===== src/rtl/disp_mode_ctrl.sv =====
// Display mode sequencer: host mode requests are applied only on vsync boundaries, with forced grey start-up.
// Request seen next cycle; outputs change one cycle after vs_n falls; req_ready drops while a change is pending.
module disp_mode_ctrl #(
   parameter int STARTUP_FRAMES = 2,
   parameter int TIMEOUT_CYCLES = 1100000,
   parameter int TO_W           = 21
) (
   input  logic       clk,
   input  logic       rst,
   input  logic       req_valid,
   input  logic [1:0] req_mode,
   output logic       req_ready,
   input  logic       err_clr,
   input  logic       vs_n,
   output logic       sync_enable,
   output logic       disp_grey,
   output logic       disp_bars,
   output logic       live_sel,
   output logic [1:0] cur_mode,
   output logic [7:0] frame_cnt,
   output logic       err_timeout
);

   typedef enum logic [2:0] {S_OFF, S_STARTUP, S_RUN, S_PEND, S_STOP} state_t;

   localparam logic [7:0]      SU_LAST = 8'(STARTUP_FRAMES - 1);
   localparam logic [TO_W-1:0] TO_LAST = TO_W'(TIMEOUT_CYCLES - 1);

   state_t          state, state_nx;
   logic            vs_n_d;
   logic            vs_evt;
   logic            accept;
   logic            timeout;
   logic [1:0]      tgt_mode, tgt_nx;
   logic [1:0]      mode_nx;
   logic [7:0]      fc_nx;
   logic [TO_W-1:0] to_cnt, to_nx;
   logic            err_nx;

   assign vs_evt    = vs_n_d & ~vs_n;
   assign req_ready = ((state == S_OFF) || (state == S_RUN)) && !err_timeout;
   assign accept    = req_valid & req_ready;
   // A vsync in the same cycle as the last count rescues the chain.
   assign timeout   = sync_enable & ~vs_evt & (to_cnt == TO_LAST);

   always_comb begin
      state_nx = state;
      tgt_nx   = tgt_mode;
      mode_nx  = cur_mode;
      fc_nx    = frame_cnt;
      to_nx    = '0;
      err_nx   = err_timeout & ~err_clr;
      if (sync_enable) begin
         if (vs_evt) begin
            fc_nx = frame_cnt + 8'd1;
         end else begin
            to_nx = to_cnt + TO_W'(1);
         end
      end
      if (timeout) begin
         err_nx   = 1'b1;
         state_nx = S_OFF;
         mode_nx  = 2'd0;
         fc_nx    = 8'd0;
         to_nx    = '0;
      end else begin
         case (state)
            S_OFF: begin
               if (accept && (req_mode != 2'd0)) begin
                  tgt_nx   = req_mode;
                  state_nx = S_STARTUP;
                  mode_nx  = 2'd1;
                  fc_nx    = 8'd0;
                  to_nx    = '0;
               end
            end
            S_STARTUP: begin
               // frame_cnt was cleared on entry, so it doubles as the start-up counter.
               if (vs_evt && (frame_cnt == SU_LAST)) begin
                  mode_nx  = tgt_mode;
                  state_nx = S_RUN;
               end
            end
            S_RUN: begin
               if (accept) begin
                  tgt_nx   = req_mode;
                  state_nx = (req_mode == 2'd0) ? S_STOP : S_PEND;
               end
            end
            S_PEND: begin
               if (vs_evt) begin
                  mode_nx  = tgt_mode;
                  state_nx = S_RUN;
               end
            end
            S_STOP: begin
               if (vs_evt) begin
                  mode_nx  = 2'd0;
                  fc_nx    = 8'd0;
                  state_nx = S_OFF;
               end
            end
            default: begin
               state_nx = S_OFF;
               mode_nx  = 2'd0;
               fc_nx    = 8'd0;
            end
         endcase
      end
   end

   always_ff @(posedge clk or posedge rst) begin
      if (rst) begin
         state       <= S_OFF;
         vs_n_d      <= 1'b1;
         tgt_mode    <= 2'd0;
         to_cnt      <= '0;
         cur_mode    <= 2'd0;
         frame_cnt   <= 8'd0;
         err_timeout <= 1'b0;
         sync_enable <= 1'b0;
         disp_grey   <= 1'b0;
         disp_bars   <= 1'b0;
         live_sel    <= 1'b0;
      end else begin
         state       <= state_nx;
         vs_n_d      <= vs_n;
         tgt_mode    <= tgt_nx;
         to_cnt      <= to_nx;
         cur_mode    <= mode_nx;
         frame_cnt   <= fc_nx;
         err_timeout <= err_nx;
         sync_enable <= (mode_nx != 2'd0);
         disp_grey   <= (mode_nx == 2'd1);
         disp_bars   <= (mode_nx == 2'd2);
         live_sel    <= (mode_nx == 2'd3);
      end
   end

endmodule

===== config.mk =====
export PLATFORM = sky130hd
export DESIGN_NAME = disp_mode_ctrl
export DESIGN_NICKNAME = d
export VERILOG_FILES = /design/src/rtl/disp_mode_ctrl.sv
export SDC_FILE = /design/constraint.sdc
export NUM_CORES = 1
export LEC_CHECK = 0
export CORE_MARGIN = 2
export CORE_UTILIZATION = 35
export CTS_BUF_LIST = sky130_fd_sc_hd__clkbuf_16
export DETAILED_ROUTE_END_ITERATION = 6
export SYNTH_ARGS = -nofsm -noshare
export SYNTH_HDL_FRONTEND = slang
export SYNTH_SLANG_ARGS = --single-unit
export TNS_END_PERCENT = 1

===== constraint.sdc =====
create_clock -name clk -period 3.3 [get_ports clk]
set_input_delay 0.66 -clock clk [delete_from_list [all_inputs] [get_ports clk]]
set_output_delay 0.66 -clock clk [all_outputs]
set_load 0.1 [all_outputs]

# Yosys cells after proc, flatten, opt, wreduce, memory -nomap -nowiden
# Index checks and enable logic that the tools add are counted.
[classes]
shift = 0
multipliers = 0
div = 0
n_eq_ne = 16
n_mux = 29
n_reduce_logical = 13
n_lt_le_gt_ge = 0
n_bitwise = 9
add_sub_neg = 2
[ops]
columns = ["op", "count"]
rows = [
  ["$mux 21", 5],
  ["$mux 8", 5],
  ["$pmux 8 s3", 1],
  ["$add 21x1->21 const B", 1],
  ["$eq 21x21->1 const B", 1],
  ["$mux 3", 7],
  ["$pmux 3 s5", 1],
  ["$mux 2", 7],
  ["$ne 3x3->1 const B", 4],
  ["$pmux 2 s5", 1],
  ["$add 8x1->8 const B", 1],
  ["$eq 8x1->1 const B", 1],
  ["$eq 3x2->1 const B", 2],
  ["$reduce_bool 2->1", 3],
  ["$and 1x1->1", 5],
  ["$reduce_and 5->1", 1],
  ["$eq 2x2->1 const B", 2],
  ["$not 1->1", 4],
  ["$pmux 2 s2", 1],
  ["$reduce_and 4->1", 1],
  ["$eq 3x1->1 const B", 1],
  ["$eq 3x3->1 const B", 1],
  ["$logic_and 1x1->1", 3],
  ["$logic_not 3->1", 1],
  ["9 further kinds", 9],
]
[totals]
mem_bits_rw = 0
rom_bits = 0
ff_bits = 42
mem_count = 0
input_bits = 7
latch_bits = 0

# Longest topological paths before layout
[depth]
ltp_word = 9
mapped_depth = 9
mapped_depth_nobuf = 7

# Worst setup path after synthesis
# OpenSTA, ideal clock, no wires.
[synth_path]
path_type = "reg-to-output"
startpoint = "register err_timeout"
endpoint = "output port req_ready"
slack_ns = -0.282
path_stages_with_launch = 2
required_time_ns = 2.640
t_arrival_ns = 2.922
path_buffers = 0
cell_sequence = "dfrtp_1 > nor3_1"
[synth_via]
elab_chain_cells = 2
[synth_lines]
columns = ["item", "line_no", "rtl"]
rows = [
  ["start: declaration", "21", "output logic err_timeout"],
  ["start signal: assignment", "132", "err_timeout <= err_nx;"],
  ["$logic_not 1->1", "41", "assign req_ready = ((state == S_OFF) || (state == S_RUN)) && !err_timeout;"],
  ["$logic_and 1x1->1", "41", ""],
  ["end: declaration", "12", "output logic req_ready,"],
]
# Every way passes these cells.

# Final worst setup path
[layout_path]
startpoint = "input port req_valid"
endpoint = "register frame_cnt[0]"
[layout_via]
elab_chain_cells = 5
[layout_lines]
columns = ["item", "line_no", "rtl"]
rows = [
  ["start: declaration", "10", "input logic req_valid,"],
  ["$and 1x1->1", "42", "assign accept = req_valid & req_ready;"],
  ["$logic_and 1x1->1", "69", "if (accept && (req_mode != 2'd0)) begin"],
  ["$mux 8", "69", ""],
  ["$pmux 8 s3", "67", "case (state)"],
  ["$mux 8", "60", "if (timeout) begin"],
  ["named net fc_nx[0]", "36", "logic [7:0] fc_nx;"],
  ["end signal: assignment", "131", "frame_cnt <= fc_nx;"],
  ["end: declaration", "20", "output logic [7:0] frame_cnt,"],
]
# The timed path passes the listed nets, and every way through them passes these cells.
# A chain may end at the register's enable or synchronous reset.

==> results.md <==
- Syn Nets: 239
- Avg WL per Cell: 14.1 um
- EDFF count, synth: 0
- Crit path arrival time: 2670 ps
- Area grow syn2layout: 19.5%
- Most common cell in the netlist: nor2_1
- Worst Hold Path EP: to_cnt[0]
- Core area: 5990 um2
- Area of the multi-input gates: 1060 um2
- ANT cells: 0
- Switching share of power: 45.7%
- Final setup viols: 0
- Core Rows: 28
- H-tree levels: 2
- Max Cap Violations: 0
- First-pass GRT wire length: 8280 um
- Slew HR: 39.7%
- CP max stage delay: 600 ps
- Vias per std cell: 5.21
- Nets: 266
- Fin crit share: 76.9%
- Clock Path Buffers: 2
- Routed wire length: 4670 um
- PortBufs: 22
- FFs w/ async S/R, synth: 100%
- F_max: 394 MHz
- Layout cell share with drive strength beyond 1: 13.7%
- Starting DRT DRC Count: 82
- Clock Power Share: 24.1%
- Worst clock skew: 6.05 ps
- Type of origin of the critical path: input port
- Final Max Slew Viols: 0
- Die ar.: 6900 um2
- Gr ovfl total: 0
- Leak Pwr: 1.16 nW
- Psw: 1.02 mW
- Final Hold Viols: 0
- CTS tree: built
- Power density cells: 858 nW/um2
- Most used flip-flop cell after synthesis: dfrtp_1
- Most common cell on crit path: a21oi_1
- Worst skew pair latency: 280 ps
- Worst Hold Class: reg2reg
- Register area share after synthesis: 48.1%
- DRT Pass-1 Iters: 4
- Internal: 1.22 mW
- Synth area leaders: dfrtp_1, nor2_1, xor2_1, xnor2_1, nand2_1
- Final HPWL DP: 3240 um
- Reg2Reg Capture Point: sync_enable
- Seq pwr share: 32.9%
- #FFs+latches synth: 42
- Reg-to-reg setup timing slack: 910 ps
- Hold Path Origin: to_cnt[0]
- Routability cong.: 0.872
- Initial antenna violation count: 0
- CP max-delay cell: or4b_1
- Storage element area: 1050 um2
- WS Path Type: in2reg
- DRC: 0
- Vias in the first global route: 1784
- Post-synth top area share: 46.9%
- Initial Utilization: 36.5%
- Worst-path fanout max: 8
- Post-synth top cells: nor2_1, dfrtp_1, nand2_1, xor2_1
- Min cycle time layout: 2540 ps
- Comb power frac: 43.0%
- Cell Area, Synth: 2190 um2
- Die W: 83.1 um
- TritonCTS buffer count: 5
- Via count: 1726
- Number of standard cells after synthesis: 229
- Post-CTS setup buffers: 0
- Clock tree sinks: 42
- Fill count: 590
- Root Buffer: clkbuf_16
- RSZ-0062 raised after global routing: no
- Status: finished clean
- Max VDD drop: 0.000581 V
- Pin count of the biggest net entering global routing: 24
- Hold buffers post-CTS: 0
- CTS clock-pin slew for the worst setup and hold paths: 60 ps
- Synthesized area per cell: 9.55 um2
- Critical path, cell by cell: clkdlybuf4s50_1 -> or4b_1 -> o31ai_2 -> a21oi_1 -> a21oi_1 -> nor2_1
- GRT Total Usage: 14.7%
- Die height: 83.1 um
- Yosys cell types: 42
- Hold slack: 489 ps
- Post-synth top area cell: dfrtp_1
- Synth warnings: 0
- Post-DRT Antenna Nets: 0
- Slew at the pin with the worst max-slew slack: 902 ps
- IO Pins: 23
- Reg2Reg Launch Point: frame_cnt[1]
- Crit path capture type: flop
- Worst path required time: 3430 ps
- PostCTS Resize Cnt: 0
- R2R cell count: 7
- Setup TNS: 0 ps
- Min-Delay Path Depth: 1
-- sequential cells by signal, indices dropped and copies added (netlist names) --
name and cells:
cur_mode 2, disp_bars 1, disp_grey 1, err_timeout 1, frame_cnt 8, live_sel 1, state 3, sync_enable 1
tgt_mode 2, to_cnt 21, vs_n_d 1
-- area by class of cell --
class | count | area share (%)
clock inverter | 2 | 1.29
timing repair buffer | 27 | 8.33
multi-input combinational | 171 | 40.4
clock buffer | 5 | 4.79
tap | 75 | 3.59
inverter | 9 | 1.29
sequential | 42 | 40.3
-- worst max-delay path by stage --
stage / endpoint / cells past startpoint / start / slack, ps
2_1_floorplan: sync_enable / 6 / frame_cnt[0] / 550
3_3_place_gp: to_cnt[16] / 7 / req_valid / 500
3_5_place_dp: to_cnt[9] / 7 / req_valid / 480
4_1_cts: to_cnt[9] / 7 / req_valid / 760
5_1_grt: frame_cnt[0] / 6 / req_valid / 580
6_report: frame_cnt[0] / 6 / req_valid / 760
-- power by group through the flow --
stage,clock network [mW],registers (mW),logic (mW)
after detailed placement,0,0.746,0.969
after global placement,0,0.747,0.963
after global routing,0.583,0.755,1.03
after CTS,0.558,0.737,0.971
final,0.541,0.737,0.965
after floorplan,0,1.10,0.414
-- stage by stage --
stage	cell area, um2	setup WS, ps	cells	power [mW]	util, %
2_1_floorplan	2190	554	229	1.52	-
3_3_place_gp	2450	505	324	1.71	41.0
3_5_place_dp	2450	484	324	1.71	41.0
4_1_cts	2610	757	331	2.27	43.6
5_1_grt	2610	575	331	2.37	43.6
6_report	2610	761	331	2.24	43.6
-- cell usage in the layout (no fill, tap or decap), drive strengths merged, types with 4 or more instances in the layout --
| master | Yosys | final |
|---|---|---|
| xnor2 | 9 | 9 |
| nand4 | 9 | 9 |
| a21oi | 6 | 6 |
| buf | 4 | 21 |
| clkdlybuf4s50 | 0 | 6 |
| xor2 | 11 | 11 |
| nand3 | 9 | 9 |
| a21o | 4 | 4 |
| a311oi | 7 | 7 |
| nor2 | 45 | 45 |
| nor4 | 6 | 6 |
| dfrtp | 41 | 41 |
| nand2 | 18 | 18 |
| inv | 9 | 9 |
| nor3 | 10 | 10 |
| clkbuf | 3 | 5 |
-- per-layer routing --
| metal | global-route usage [%] | vias to the layer above | routed length (um) |
|---|---|---|---|
| li1 | - | 860 | - |
| met1 | 18.4 | 828 | 2160 |
| met2 | 24.4 | 29 | 2270 |
| met3 | 4.37 | 9 | 157 |
| met4 | 4.32 | 0 | 71 |
| met5 | 0 | - | 0 |
-- critical path, delay by kind of cell --
kind                   cells  cell delay [ps]
AND/OR/NAND/NOR            2              650
AO/OA/AOI/OAI              3              900
buffers and inverters      1              460
-- cells by family after synthesis --
kind of cell	after synthesis	share of synthesized area (%)
and+or+nand+nor	116	26.4
buffers and inverters	16	3.83
xor gates and xnor gates	20	8.01
AOI/OAI and AO/OA	32	12.0
adders and majority gates	3	1.72
DFF	42	48.1
Note: power is estimated with default switching activity, not from simulation.
